**config.mk**
```make
export PLATFORM = sky130hd
export DESIGN_NAME = ring_freq_counter
export DESIGN_NICKNAME = d
export VERILOG_FILES = /design/src/rtl/ring_freq_counter_pkg.sv /design/src/rtl/ring_edge_sync.sv /design/src/rtl/ring_freq_counter.sv
export SDC_FILE = /design/constraint.sdc
export NUM_CORES = 1
export LEC_CHECK = 0
export ABC_AREA = 1
export CORE_UTILIZATION = 60
export DETAILED_ROUTE_END_ITERATION = 6
export DONT_BUFFER_PORTS = 1
export GPL_ROUTABILITY_DRIVEN = 0
export PLACE_DENSITY = 0.83
export SLEW_MARGIN = 30
export SYNTH_ARGS = -nofsm -noshare
export SYNTH_HDL_FRONTEND = slang
export SYNTH_HIERARCHICAL = 1
export SYNTH_SLANG_ARGS = --single-unit
```
**constraint.sdc**
```tcl
create_clock -name clk -period 3.15 [get_ports clk]
set_clock_uncertainty 0.15 [all_clocks]
set_input_delay 0.63 -clock clk [delete_from_list [all_inputs] [get_ports clk]]
set_output_delay 0.63 -clock clk [all_outputs]
set_load 0.02 [all_outputs]
```
**src/rtl/ring_freq_counter_pkg.sv**
```systemverilog
// Shared state encoding and defaults for the ring-oscillator frequency counter.
package ring_freq_counter_pkg;

  typedef enum logic [1:0] {
    ST_IDLE = 2'd0,
    ST_ARM  = 2'd1,
    ST_GATE = 2'd2,
    ST_DONE = 2'd3
  } fc_state_e;

  localparam int SYNC_STAGES_DEF   = 2;
  localparam int CNT_W_DEF         = 16;
  localparam int GATE_LOG2_MIN_DEF = 8;

  function automatic logic state_busy(input fc_state_e st);
    return (st == ST_ARM) || (st == ST_GATE);
  endfunction

endpackage

```
**src/rtl/ring_edge_sync.sv**
```systemverilog
// Synchroniser for the free-running ring output plus rising-edge detect.
// Kept as its own hierarchy so the synchroniser flops can be targeted by constraints.
module ring_edge_sync #(
  parameter int SYNC_STAGES = 2
) (
  input  logic clk,
  input  logic rst_n,
  input  logic async_in,
  output logic rise
);

  logic [SYNC_STAGES-1:0] sync_q, sync_d;
  logic                   s_prev_q, s_prev_d;

  always_comb begin
    sync_d   = {sync_q[SYNC_STAGES-2:0], async_in};
    s_prev_d = sync_q[SYNC_STAGES-1];
  end

  always_ff @(posedge clk) begin
    if (!rst_n) begin
      sync_q   <= '0;
      s_prev_q <= 1'b0;
    end else begin
      sync_q   <= sync_d;
      s_prev_q <= s_prev_d;
    end
  end

  assign rise = sync_q[SYNC_STAGES-1] & ~s_prev_q;

endmodule

```
**src/rtl/ring_freq_counter.sv**
```systemverilog
// Counts synchronised ring rising edges over a 2^(GATE_LOG2_MIN+gate_sel) cycle
// window and presents the result with a one-cycle strobe.
//
// state | meaning
// IDLE  | waiting for start
// ARM   | SYNC_STAGES+1 cycles flushing stale synchroniser samples
// GATE  | counting rises for exactly W cycles
// DONE  | result registered, count_valid high, start may re-arm directly
module ring_freq_counter
  import ring_freq_counter_pkg::*;
#(
  parameter int SYNC_STAGES   = SYNC_STAGES_DEF,
  parameter int CNT_W         = CNT_W_DEF,
  parameter int GATE_LOG2_MIN = GATE_LOG2_MIN_DEF
) (
  input  logic             clk,
  input  logic             rst_n,
  input  logic             ring_in,
  input  logic             start,
  input  logic [1:0]       gate_sel,
  output logic             busy,
  output logic [CNT_W-1:0] count,
  output logic             count_valid,
  output logic             overflow
);

  // Sized to hold W-1 for the longest window (gate_sel=3) as well as the ARM count.
  localparam int TIMER_W = GATE_LOG2_MIN + 3;

  fc_state_e          state_q, state_d;
  logic [TIMER_W-1:0] timer_q, timer_d;
  logic [1:0]         gsel_q, gsel_d;
  logic [CNT_W-1:0]   edge_cnt_q, edge_cnt_d;
  logic               sat_q, sat_d;
  logic [CNT_W-1:0]   count_q, count_d;
  logic               overflow_q, overflow_d;
  logic [TIMER_W-1:0] gate_last;
  logic               rise;

  ring_edge_sync #(
    .SYNC_STAGES (SYNC_STAGES)
  ) u_edge_sync (
    .clk      (clk),
    .rst_n    (rst_n),
    .async_in (ring_in),
    .rise     (rise)
  );

  // For the widest window the shift wraps to zero, giving all-ones = W-1.
  always_comb begin
    gate_last = (TIMER_W'(1) << (GATE_LOG2_MIN + int'(gsel_q))) - TIMER_W'(1);
  end

  always_comb begin
    state_d    = state_q;
    timer_d    = timer_q;
    gsel_d     = gsel_q;
    edge_cnt_d = edge_cnt_q;
    sat_d      = sat_q;
    count_d    = count_q;
    overflow_d = overflow_q;

    case (state_q)
      ST_IDLE, ST_DONE: begin
        state_d = ST_IDLE;
        if (start) begin
          state_d    = ST_ARM;
          gsel_d     = gate_sel;
          edge_cnt_d = '0;
          sat_d      = 1'b0;
          timer_d    = TIMER_W'(SYNC_STAGES);
        end
      end
      ST_ARM: begin
        if (timer_q == '0) begin
          state_d = ST_GATE;
          timer_d = gate_last;
        end else begin
          timer_d = timer_q - TIMER_W'(1);
        end
      end
      ST_GATE: begin
        if (rise) begin
          if (&edge_cnt_q) begin
            sat_d = 1'b1;
          end else begin
            edge_cnt_d = edge_cnt_q + CNT_W'(1);
          end
        end
        // The final window cycle still counts, so the result takes the updated value.
        if (timer_q == '0) begin
          state_d    = ST_DONE;
          count_d    = edge_cnt_d;
          overflow_d = sat_d;
        end else begin
          timer_d = timer_q - TIMER_W'(1);
        end
      end
      default: state_d = ST_IDLE;
    endcase
  end

  always_ff @(posedge clk) begin
    if (!rst_n) begin
      state_q    <= ST_IDLE;
      timer_q    <= '0;
      gsel_q     <= '0;
      edge_cnt_q <= '0;
      sat_q      <= 1'b0;
      count_q    <= '0;
      overflow_q <= 1'b0;
    end else begin
      state_q    <= state_d;
      timer_q    <= timer_d;
      gsel_q     <= gsel_d;
      edge_cnt_q <= edge_cnt_d;
      sat_q      <= sat_d;
      count_q    <= count_d;
      overflow_q <= overflow_d;
    end
  end

  assign busy        = state_busy(state_q);
  assign count_valid = (state_q == ST_DONE);
  assign count       = count_q;
  assign overflow    = overflow_q;

endmodule

```
==> results of run 1 <==
[routing by layer]
layer,part of all wire,vias up,track usage
met5,0,-,0
met4,0.017,0,0.113
met3,0.039,10,0.0541
met2,0.50,50,0.493
met1,0.45,1183,0.332
li1,-,1320,-
[how the worst max path moves through the flow]
stage | cells past startpoint | from | slack (ns) | to
5_1_grt | 8 | state_q[0] | 0.68 | edge_cnt_q[3]
3_3_place_gp | 8 | state_q[0] | 0.99 | edge_cnt_q[3]
3_5_place_dp | 8 | state_q[0] | 0.95 | edge_cnt_q[3]
6_report | 8 | state_q[0] | 0.90 | edge_cnt_q[2]
4_1_cts | 8 | state_q[0] | 0.92 | edge_cnt_q[3]
2_1_floorplan | 9 | state_q[0] | 1.25 | edge_cnt_q[7]
[where the power goes]
| group | switching (W) | internal, W | total (W) |
|---|---|---|---|
| Sequential | 0.000194 | 0.000789 | 0.000983 |
| Clock | 0.000233 | 0.000240 | 0.000474 |
| Combinational | 0.000676 | 0.000332 | 0.00101 |
| Total | 0.00110 | 0.00136 | 0.00247 |
[final cells by class]
cell class | count | area, um^2
Sequential cell | 52 | 1040
Inverter | 42 | 159
Fill cell | 392 | 1490
Clock inverter | 2 | 38.8
Tap cell | 52 | 65.1
Multi-Input combinational cell | 299 | 1570
Timing Repair Buffer | 1 | 7.51
Clock buffer | 6 | 72.6
[per-stage QoR]
| stage | hold slack [ns] | instances |
|---|---|---|
| 4_1_cts | 0.255 | 454 |
| 2_1_floorplan | 0.236 | 407 |
| 5_1_grt | 0.261 | 454 |
| 6_report | 0.259 | 454 |
| 3_5_place_dp | 0.243 | 446 |
| 3_3_place_gp | 0.238 | 446 |
[synth_stat cells, drive strengths merged]
cell | number | area, um^2
nand2 | 107 | 422
clkinv | 2 | 8.75
nor3 | 3 | 26.3
o21ai | 32 | 160
o31a | 1 | 8.76
xor2 | 9 | 78.8
ha | 6 | 75.1
nor2 | 34 | 170
clkbuf | 7 | 27.5
dfxtp | 52 | 1040
a21oi | 38 | 198
o21a | 3 | 22.5
o211ai | 4 | 30.0
nand3 | 40 | 218
buf | 7 | 48.8
inv | 40 | 150
nand3b | 2 | 15.0
or2 | 4 | 25.0
o21bai | 4 | 30.0
a211oi | 1 | 7.51
xnor2 | 1 | 8.76
a22oi | 3 | 22.5
nand4 | 7 | 50.1
[cell families after synthesis]
logic type,synth area share
AND/OR/NAND/NOR,0.326
adder cells (fa/ha/maj),0.0264
AO/OA/AOI/OAI,0.168
XOR/XNOR,0.0308
flip-flops,0.366
buffers and inverters,0.0827
[sequential cells by signal (all words and copies together) (netlist names)]
| signal | cells |
|---|---|
| u_edge_sync/s_prev_q | 1 |
| u_edge_sync/sync_q | 2 |
| gsel_q | 2 |
| edge_cnt_q | 16 |
| state_q | 2 |
| sat_q | 1 |
| timer_q | 11 |
| overflow | 1 |
| count | 16 |
[cell usage in the layout, fill, tap and decap left out, types with 3 or more instances in the layout]
master,netlist,routed
or2_2,4,4
o21ai_1,6,6
dfxtp_1,52,52
nand4_1,6,6
nand2_2,5,5
nor2_4,4,4
nor2_1,25,25
o211ai_1,4,4
nand3_1,38,38
a21oi_1,36,36
nor2_2,5,5
o21ai_0,26,26
nand2_1,101,101
xor2_1,9,9
inv_1,39,39
o21bai_1,4,4
o21a_1,3,3
clkbuf_8,0,5
a22oi_1,3,3
ha_1,6,6
==> results.sh, run 1 <==
export IMPL_max_stage_delay_ns=0.42
export IMPL_cp_max_fo=16
export IMPL_syn_to_final_growth_pct=3.78
export IMPL_syn_num_nets=419
export IMPL_rsz0062_at_grt="no"
export IMPL_drtIter0Drc=259
export IMPL_cts_root_buffer="clkbuf_8"
export IMPL_slowest_stage="inv_1"
export IMPL_grt_pass1_wl_mm=11.1
export IMPL_die_y_um=70.8
export IMPL_core_area_um2=4440
export IMPL_final_util=0.664
export IMPL_cp_arrival_ns=2.35
export IMPL_r2r_end="edge_cnt_q[2]"
export IMPL_regToRegSetupSlack_ns=0.90
export IMPL_vdd_drop_max_mv=0.391
export IMPL_viasPerCell=5.65
export IMPL_avgSynthCellArea_um2=6.99
export IMPL_numCtsBuffers=5
export IMPL_dp_hpwl_mm=4.46
export IMPL_n_antenna_cell=0
export IMPL_ant_nets=0
export IMPL_stdcell_area_um2=2950
export IMPL_outcome="complete, no violations"
export IMPL_synth_distinct_cells=38
export IMPL_grt_remaining_overflow=0
export IMPL_power_density_nw_per_um2=835
export IMPL_dr_pass1_iters=6
export IMPL_numPortBuffers=0
export IMPL_hold_class="primary input to flop"
export IMPL_pre_cts_ws_ns=0.951
export IMPL_fin_crit_sh=0.714
export IMPL_hold_viol_final=0
export IMPL_wl_mm=6.32
export IMPL_relSlewSlack=0.634
export IMPL_cp_common_cell="inv_1"
export IMPL_yosysWarnings=6
export IMPL_crit_path_start_kind="flop"
export IMPL_rr_startpoint="state_q[0]"
export IMPL_min_from="rst_n"
export IMPL_drive_above_1_share=0.0871
export IMPL_ys_ff_latch=52
export IMPL_antenna_found_initial=0
export IMPL_clock_path_buffers=2
export IMPL_tns_ns=0
export IMPL_total_power_w=0.00247
export IMPL_ys_seq_area_frac=0.366
export IMPL_netlist_area_um2=2840
export IMPL_cts_tree="built"
export IMPL_drv_cap=0
export IMPL_fin_ws_ns=0.900
export IMPL_max_freq_ghz=0.444
export IMPL_clock_latency_ns=0.31
export IMPL_post_cts_buffers=0
export IMPL_path_class="flop to flop"
export IMPL_path_clk_slew_ns=0.10
export IMPL_fp_dieW_um=70.8
export IMPL_worst_setup_path_end_kind="flop"
export IMPL_path_cells="inv_1 > ha_1 > inv_1 > or2_2 > nand2_1 > inv_1 > o211ai_1 > a21oi_1"
export IMPL_worstMarginPinSlew_ns=0.545
export IMPL_r2r_cells=8
export IMPL_wire_per_inst_um=13.9
export IMPL_synth_cells=407
export IMPL_layout_nets=413
export IMPL_grt_max_degree=29
export IMPL_holdBufCountCts=0
export IMPL_initial_utilization=0.640
export IMPL_finalSetupViolations=0
export IMPL_cp_required_ns=3.25
export IMPL_grt_pass1_vias=2516
export IMPL_vias=2563
export IMPL_clock_sinks=52
export IMPL_cts_resized=0
export IMPL_htree_levels=2
export IMPL_drc=0
export IMPL_min_path_cells=2
export IMPL_ios=25
export IMPL_dieArea_um2=5020
export IMPL_cp_top_family="buffers and inverters"
export IMPL_p_leak_nw=1.25
export IMPL_min_period_ns=2.25
export IMPL_dpl_instance_area_um2=2840
export IMPL_maxSlewViolCount=0
export IMPL_path_buf_inv=3
export IMPL_grt_usage=0.279
export IMPL_hold_end="u_edge_sync/s_prev_q"
export IMPL_rows=24
No activity file was read; power rests on OpenSTA's default activity.
==> inputs of run 2 (changes only) <==
--- a/config.mk
+++ b/config.mk
@@ -6,11 +6,11 @@
 export NUM_CORES = 1
 export LEC_CHECK = 0
 export ABC_AREA = 1
-export CORE_UTILIZATION = 60
+export CORE_UTILIZATION = 57
 export DETAILED_ROUTE_END_ITERATION = 6
 export DONT_BUFFER_PORTS = 1
 export GPL_ROUTABILITY_DRIVEN = 0
-export PLACE_DENSITY = 0.83
+export PLACE_DENSITY = 0.82
 export SLEW_MARGIN = 30
 export SYNTH_ARGS = -nofsm -noshare
 export SYNTH_HDL_FRONTEND = slang
==> constraint.sdc (replaced) <==
create_clock -name clk -period 2 [get_ports clk]
set_clock_uncertainty 0.15 [all_clocks]
set_input_delay 0.4 -clock clk [delete_from_list [all_inputs] [get_ports clk]]
set_output_delay 0.4 -clock clk [all_outputs]
set_load 0.02 [all_outputs]
==> run 2 against run 1 <==
Setup slack got worse by 0.79 ns. Critical path depth up 1. Flip-flop and latch count unchanged. Die area rose by 5.1%. Final area grew 2.3%. Total power rose by 55%. Non-clock buffer count rose by 7. Register-to-register slack lost 0.79 ns. Core utilization fell by 2.9 points. Via count is 0.78% higher. Maximum frequency rose by 19%. Critical endpoint unchanged. Largest cell class unchanged.
==> results.sh, run 2 (synthesis results as in run 1) <==
export IMPL_pre_cts_ws_ns=0.0158
export IMPL_drtIter0Drc=94
export IMPL_ant_nets=0
export IMPL_relSlewSlack=0.624
export IMPL_final_common_cell="nand2_1"
export IMPL_hold_class="primary input to flop"
export IMPL_grt_max_degree=29
export IMPL_cp_required_ns=2.03
export IMPL_grt_pass1_vias=2300
export IMPL_wl_mm=6.09
export IMPL_dp_hpwl_mm=4.42
export IMPL_place_inst=466
export IMPL_fp_dieW_um=72.6
export IMPL_drv_cap=0
export IMPL_maxSlewViolCount=0
export IMPL_clock_sinks=52
export IMPL_cp_max_fo=5
export IMPL_total_power_w=0.00383
export IMPL_ios=25
export IMPL_grt_remaining_overflow=0
export IMPL_vias=2583
export IMPL_cp_arrival_ns=1.92
export IMPL_core_area_um2=4750
export IMPL_initial_utilization=0.598
export IMPL_numPortBuffers=0
export IMPL_cts_root_buffer="clkbuf_8"
export IMPL_fin_crit_sh=0.945
export IMPL_power_density_nw_per_um2=1270
export IMPL_antenna_found_initial=0
export IMPL_tns_ns=0
export IMPL_final_cell_mix="nand2_1 (100), dfxtp_1 (49), inv_1 (38), nand3_1 (38), a21oi_1 (36)"
export IMPL_clock_latency_ns=0.31
export IMPL_grt_pass1_wl_mm=10.0
export IMPL_finalSetupViolations=0
export IMPL_drc=0
export IMPL_rows=25
export IMPL_wire_per_inst_um=12.8
export IMPL_grt_usage=0.239
export IMPL_path_class="flop to flop"
export IMPL_numCtsBuffers=5
export IMPL_p_leak_nw=1.26
export IMPL_min_period_ns=1.89
export IMPL_max_freq_ghz=0.529
export IMPL_vdd_drop_max_mv=0.816
export IMPL_rsz0062_at_grt="no"
export IMPL_crit_path_start_kind="flop"
export IMPL_die_y_um=72.6
export IMPL_hold_viol_final=0
export IMPL_fin_cells=476
export IMPL_dr_pass1_iters=4
export IMPL_n_antenna_cell=0
export IMPL_drive_above_1_share=0.120
export IMPL_viasPerCell=5.43
export IMPL_htree_levels=2
export IMPL_clock_path_buffers=2
export IMPL_worst_setup_path_end_kind="flop"
export IMPL_holdBufCountCts=0
export IMPL_fin_ws_ns=0.110
export IMPL_syn_to_final_growth_pct=6.16
export IMPL_worstMarginPinSlew_ns=0.563
export IMPL_path_clk_slew_ns=0.10
export IMPL_outcome="complete, no violations"
export IMPL_cts_tree="built"
export IMPL_layout_nets=420
export IMPL_dieArea_um2=5280
export IMPL_fill_cells=432
==> run 2: cell types whose count changed in the layout (fill, tap and decap cells not counted), moves of 2 or more <==
cell / before / now
buf_4: 1 / 8
clkinvlp_4: 0 / 2
dfxtp_2: 0 / 3
dfxtp_1: 52 / 49
==> run 2: path summary, 6_finish.rpt <==
kind | startpoint | end | slack (ns) | cells past startpoint
worst max-delay path | state_q[0] | edge_cnt_q[2] | 0.11 | 9
worst max register to register | state_q[0] | edge_cnt_q[2] | 0.11 | 9
worst min-delay path | rst_n | u_edge_sync/sync_q[1] | 0.04 | 2
worst min register to register | u_edge_sync/sync_q[0] | u_edge_sync/sync_q[1] | 0.26 | 2
==> run 2: timing repair <==
action | in CTS | in global routing
resized for setup | 0 | 7
setup buffers | 0 | 2
endpoints found under the setup margin | 0 | 22
==> run 2: cell type report <==
type                       instances  area (um^2)  share of cell area
multi-input combinational        299         1570               0.521
sequential                        52         1040               0.346
inverter                          42          164              0.0543
tap                               67         83.8              0.0278
clock buffer                       5         68.8              0.0228
timing repair buffer               8         60.1              0.0199
clock inverter                     3         25.0             0.00829
==> run 2: through the flow <==
step,area (um^2),util,hold slack [ns]
floorplan,2840,-,0.236
global placement,2900,0.609,0.243
detailed placement,2900,0.609,0.248
CTS,2990,0.629,0.0378
global route,3020,0.635,0.0362
finish,3020,0.635,0.0408
==> run 2: power breakdown <==
group          total [W]  internal [W]  switching (W)
registers        0.00155       0.00124       0.000301
clock network   0.000622      0.000256       0.000367
logic            0.00166      0.000600        0.00106
total            0.00383       0.00210        0.00173
==> run 2: worst max-delay path: stages, from the launching register on <==
cell and delay [ns]:
dfxtp_2 0.37, inv_1 0.05, ha_1 0.28, inv_1 0.05, or2_2 0.31, nand2_2 0.11
clkinvlp_4 0.12, buf_4 0.17, o211ai_1 0.09, a21oi_1 0.08
==> run 2: layer usage <==
metal,share of wire,wire length (um),vias to the layer above,global-route usage
met5,0,0,-,0
met4,0.014,86,0,0.0741
met3,0.024,148,8,0.0387
met2,0.53,3200,30,0.442
met1,0.44,2660,1210,0.282
li1,-,-,1335,-
==> inputs of run 3 (changes only) <==
--- a/config.mk
+++ b/config.mk
@@ -6,11 +6,12 @@
 export NUM_CORES = 1
 export LEC_CHECK = 0
 export ABC_AREA = 1
-export CORE_UTILIZATION = 57
+export CORE_UTILIZATION = 50
+export CTS_CLUSTER_SIZE = 30
 export DETAILED_ROUTE_END_ITERATION = 6
 export DONT_BUFFER_PORTS = 1
 export GPL_ROUTABILITY_DRIVEN = 0
-export PLACE_DENSITY = 0.82
+export PLACE_DENSITY = 0.75
 export SLEW_MARGIN = 30
 export SYNTH_ARGS = -nofsm -noshare
 export SYNTH_HDL_FRONTEND = slang
==> run 3 against run 2 <==
Sequential power is essentially flat. Clock power hardly changed. Combinational power rose by 4%. Via count rose by 1.7%. Hold slack worse by 0.012 ns. Total power up 1.6%. Critical path depth fell by 1. Final area rose by 0.66%. First-iteration DRC count is 5.3% higher. Die area grew 14%. Non-clock buffer count is the same. Global-route usage down 1.6 points.
==> results.sh, run 3 (synthesis results as in run 1) <==
export IMPL_max_stage_delay_ns=0.37
export IMPL_wl_mm=6.45
export IMPL_place_inst=473
export IMPL_final_cell_mix="nand2_1 (100), dfxtp_1 (49), inv_1 (38), nand3_1 (38), a21oi_1 (36)"
export IMPL_grt_pass1_vias=2468
export IMPL_r2r_end="edge_cnt_q[3]"
export IMPL_cp_common_cell="inv_1"
export IMPL_grt_pass1_wl_mm=10.9
export IMPL_stdcell_area_um2=3040
export IMPL_cp_arrival_ns=1.94
export IMPL_fin_crit_sh=0.952
export IMPL_clock_path_buffers=2
export IMPL_wire_per_inst_um=13.4
export IMPL_dieArea_um2=5990
export IMPL_final_common_cell="nand2_1"
export IMPL_numCtsBuffers=5
export IMPL_hold_end="u_edge_sync/sync_q[0]"
export IMPL_initial_utilization=0.516
export IMPL_cp_top_family="simple AND/OR/NAND/NOR gates"
export IMPL_hold_class="primary input to flop"
export IMPL_cts_tree="built"
export IMPL_cp_max_fo=8
export IMPL_htree_levels=2
export IMPL_dr_pass1_iters=5
export IMPL_viasPerCell=5.45
export IMPL_max_freq_ghz=0.525
export IMPL_clock_latency_ns=0.31
export IMPL_post_cts_buffers=0
export IMPL_ios=25
export IMPL_path_cells="inv_1 > ha_1 > inv_1 > or2_2 > nand2_4 > clkinvlp_4 > o211ai_1 > a21oi_1"
export IMPL_worstMarginPinSlew_ns=0.543
export IMPL_worst_setup_path_end_kind="flop"
export IMPL_drtIter0Drc=99
export IMPL_syn_to_final_growth_pct=6.86
export IMPL_path_clk_slew_ns=0.10
export IMPL_n_antenna_cell=0
export IMPL_core_area_um2=5510
export IMPL_grt_remaining_overflow=0
export IMPL_dpl_instance_area_um2=2920
export IMPL_r2r_cells=8
export IMPL_grt_max_degree=29
export IMPL_hold_viol_final=0
export IMPL_min_path_cells=2
export IMPL_outcome="complete, no violations"
export IMPL_path_buf_inv=3
export IMPL_drive_above_1_share=0.124
export IMPL_antenna_found_initial=0
export IMPL_cts_root_buffer="clkbuf_8"
export IMPL_dp_hpwl_mm=4.50
export IMPL_finalSetupViolations=0
export IMPL_path_class="flop to flop"
export IMPL_drv_cap=0
export IMPL_ant_nets=0
export IMPL_min_from="rst_n"
export IMPL_drc=0
export IMPL_relSlewSlack=0.637
export IMPL_total_power_w=0.00389
export IMPL_regToRegSetupSlack_ns=0.1
export IMPL_maxSlewViolCount=0
export IMPL_slowest_stage="dfxtp_2"
export IMPL_clock_sinks=52
export IMPL_cp_required_ns=2.03
export IMPL_fin_cells=482
export IMPL_layout_nets=421
export IMPL_rsz0062_at_grt="yes"
export IMPL_rr_startpoint="state_q[0]"
export IMPL_grt_usage=0.223
export IMPL_vias=2628
export IMPL_die_y_um=77.4
export IMPL_crit_path_start_kind="flop"
export IMPL_min_period_ns=1.90
export IMPL_rows=27
export IMPL_vdd_drop_max_mv=0.618
export IMPL_fp_dieW_um=77.4
export IMPL_numPortBuffers=0
export IMPL_fill_cells=538
export IMPL_power_density_nw_per_um2=1280
export IMPL_p_leak_nw=1.27
## run 3: power breakdown
| group | switching, W | total [W] | leakage [nW] | internal [W] |
|---|---|---|---|---|
| Combinational | 0.00111 | 0.00172 | 0.801 | 0.000612 |
| Clock | 0.000373 | 0.000624 | 0.0485 | 0.000252 |
| Sequential | 0.000306 | 0.00155 | 0.424 | 0.00124 |
## run 3: metal layers
metal  vias to the layer above  GRT usage  part of all wire
met5                         -          0                 0
met4                         0     0.0755             0.024
met3                        16     0.0424             0.048
met2                        70      0.397              0.48
met1                      1193      0.266              0.45
li1                       1349          -                 -
## run 3: what timing repair did
item / 4_1_cts / 5_1_grt
endpoints found under the setup margin: 0 / 23
hold buffers: 0 / 0
gates resized for setup: 0 / 10
## run 3: layout make-up
| cell class | instances | area, um^2 | area share |
|---|---|---|---|
| well taps | 72 | 90.1 | 0.0296 |
| clock buffers | 5 | 68.8 | 0.0226 |
| inverters | 42 | 163 | 0.0535 |
| flip-flops and latches | 52 | 1040 | 0.344 |
| repair buffers | 8 | 60.1 | 0.0198 |
| repair inverters | 1 | 7.51 | 0.00247 |
| clock inverters | 3 | 22.5 | 0.00741 |
| multi-input cells | 299 | 1580 | 0.521 |
## run 3: how the worst max path moves through the flow
stage,from,to,slack (ns),cells after the start
after floorplan,state_q[0],edge_cnt_q[7],0.1,9
after global placement,state_q[0],edge_cnt_q[15],0.11,8
after global routing,state_q[0],edge_cnt_q[2],-0.01,8
after CTS,state_q[0],edge_cnt_q[5],0.03,8
final,state_q[0],edge_cnt_q[3],0.1,8
after detailed placement,state_q[0],edge_cnt_q[5],0.04,8
## run 3: stage by stage
step                setup slack (ns)  hold slack [ns]   util  TNS, ns
floorplan                     0.0952            0.236      -        0
global placement               0.110            0.248  0.530        0
CTS                           0.0285           0.0264  0.546        0
global route                -0.00979           0.0203  0.552  -0.0103
finish                        0.0953           0.0284  0.552        0
detailed placement            0.0432            0.256  0.530        0
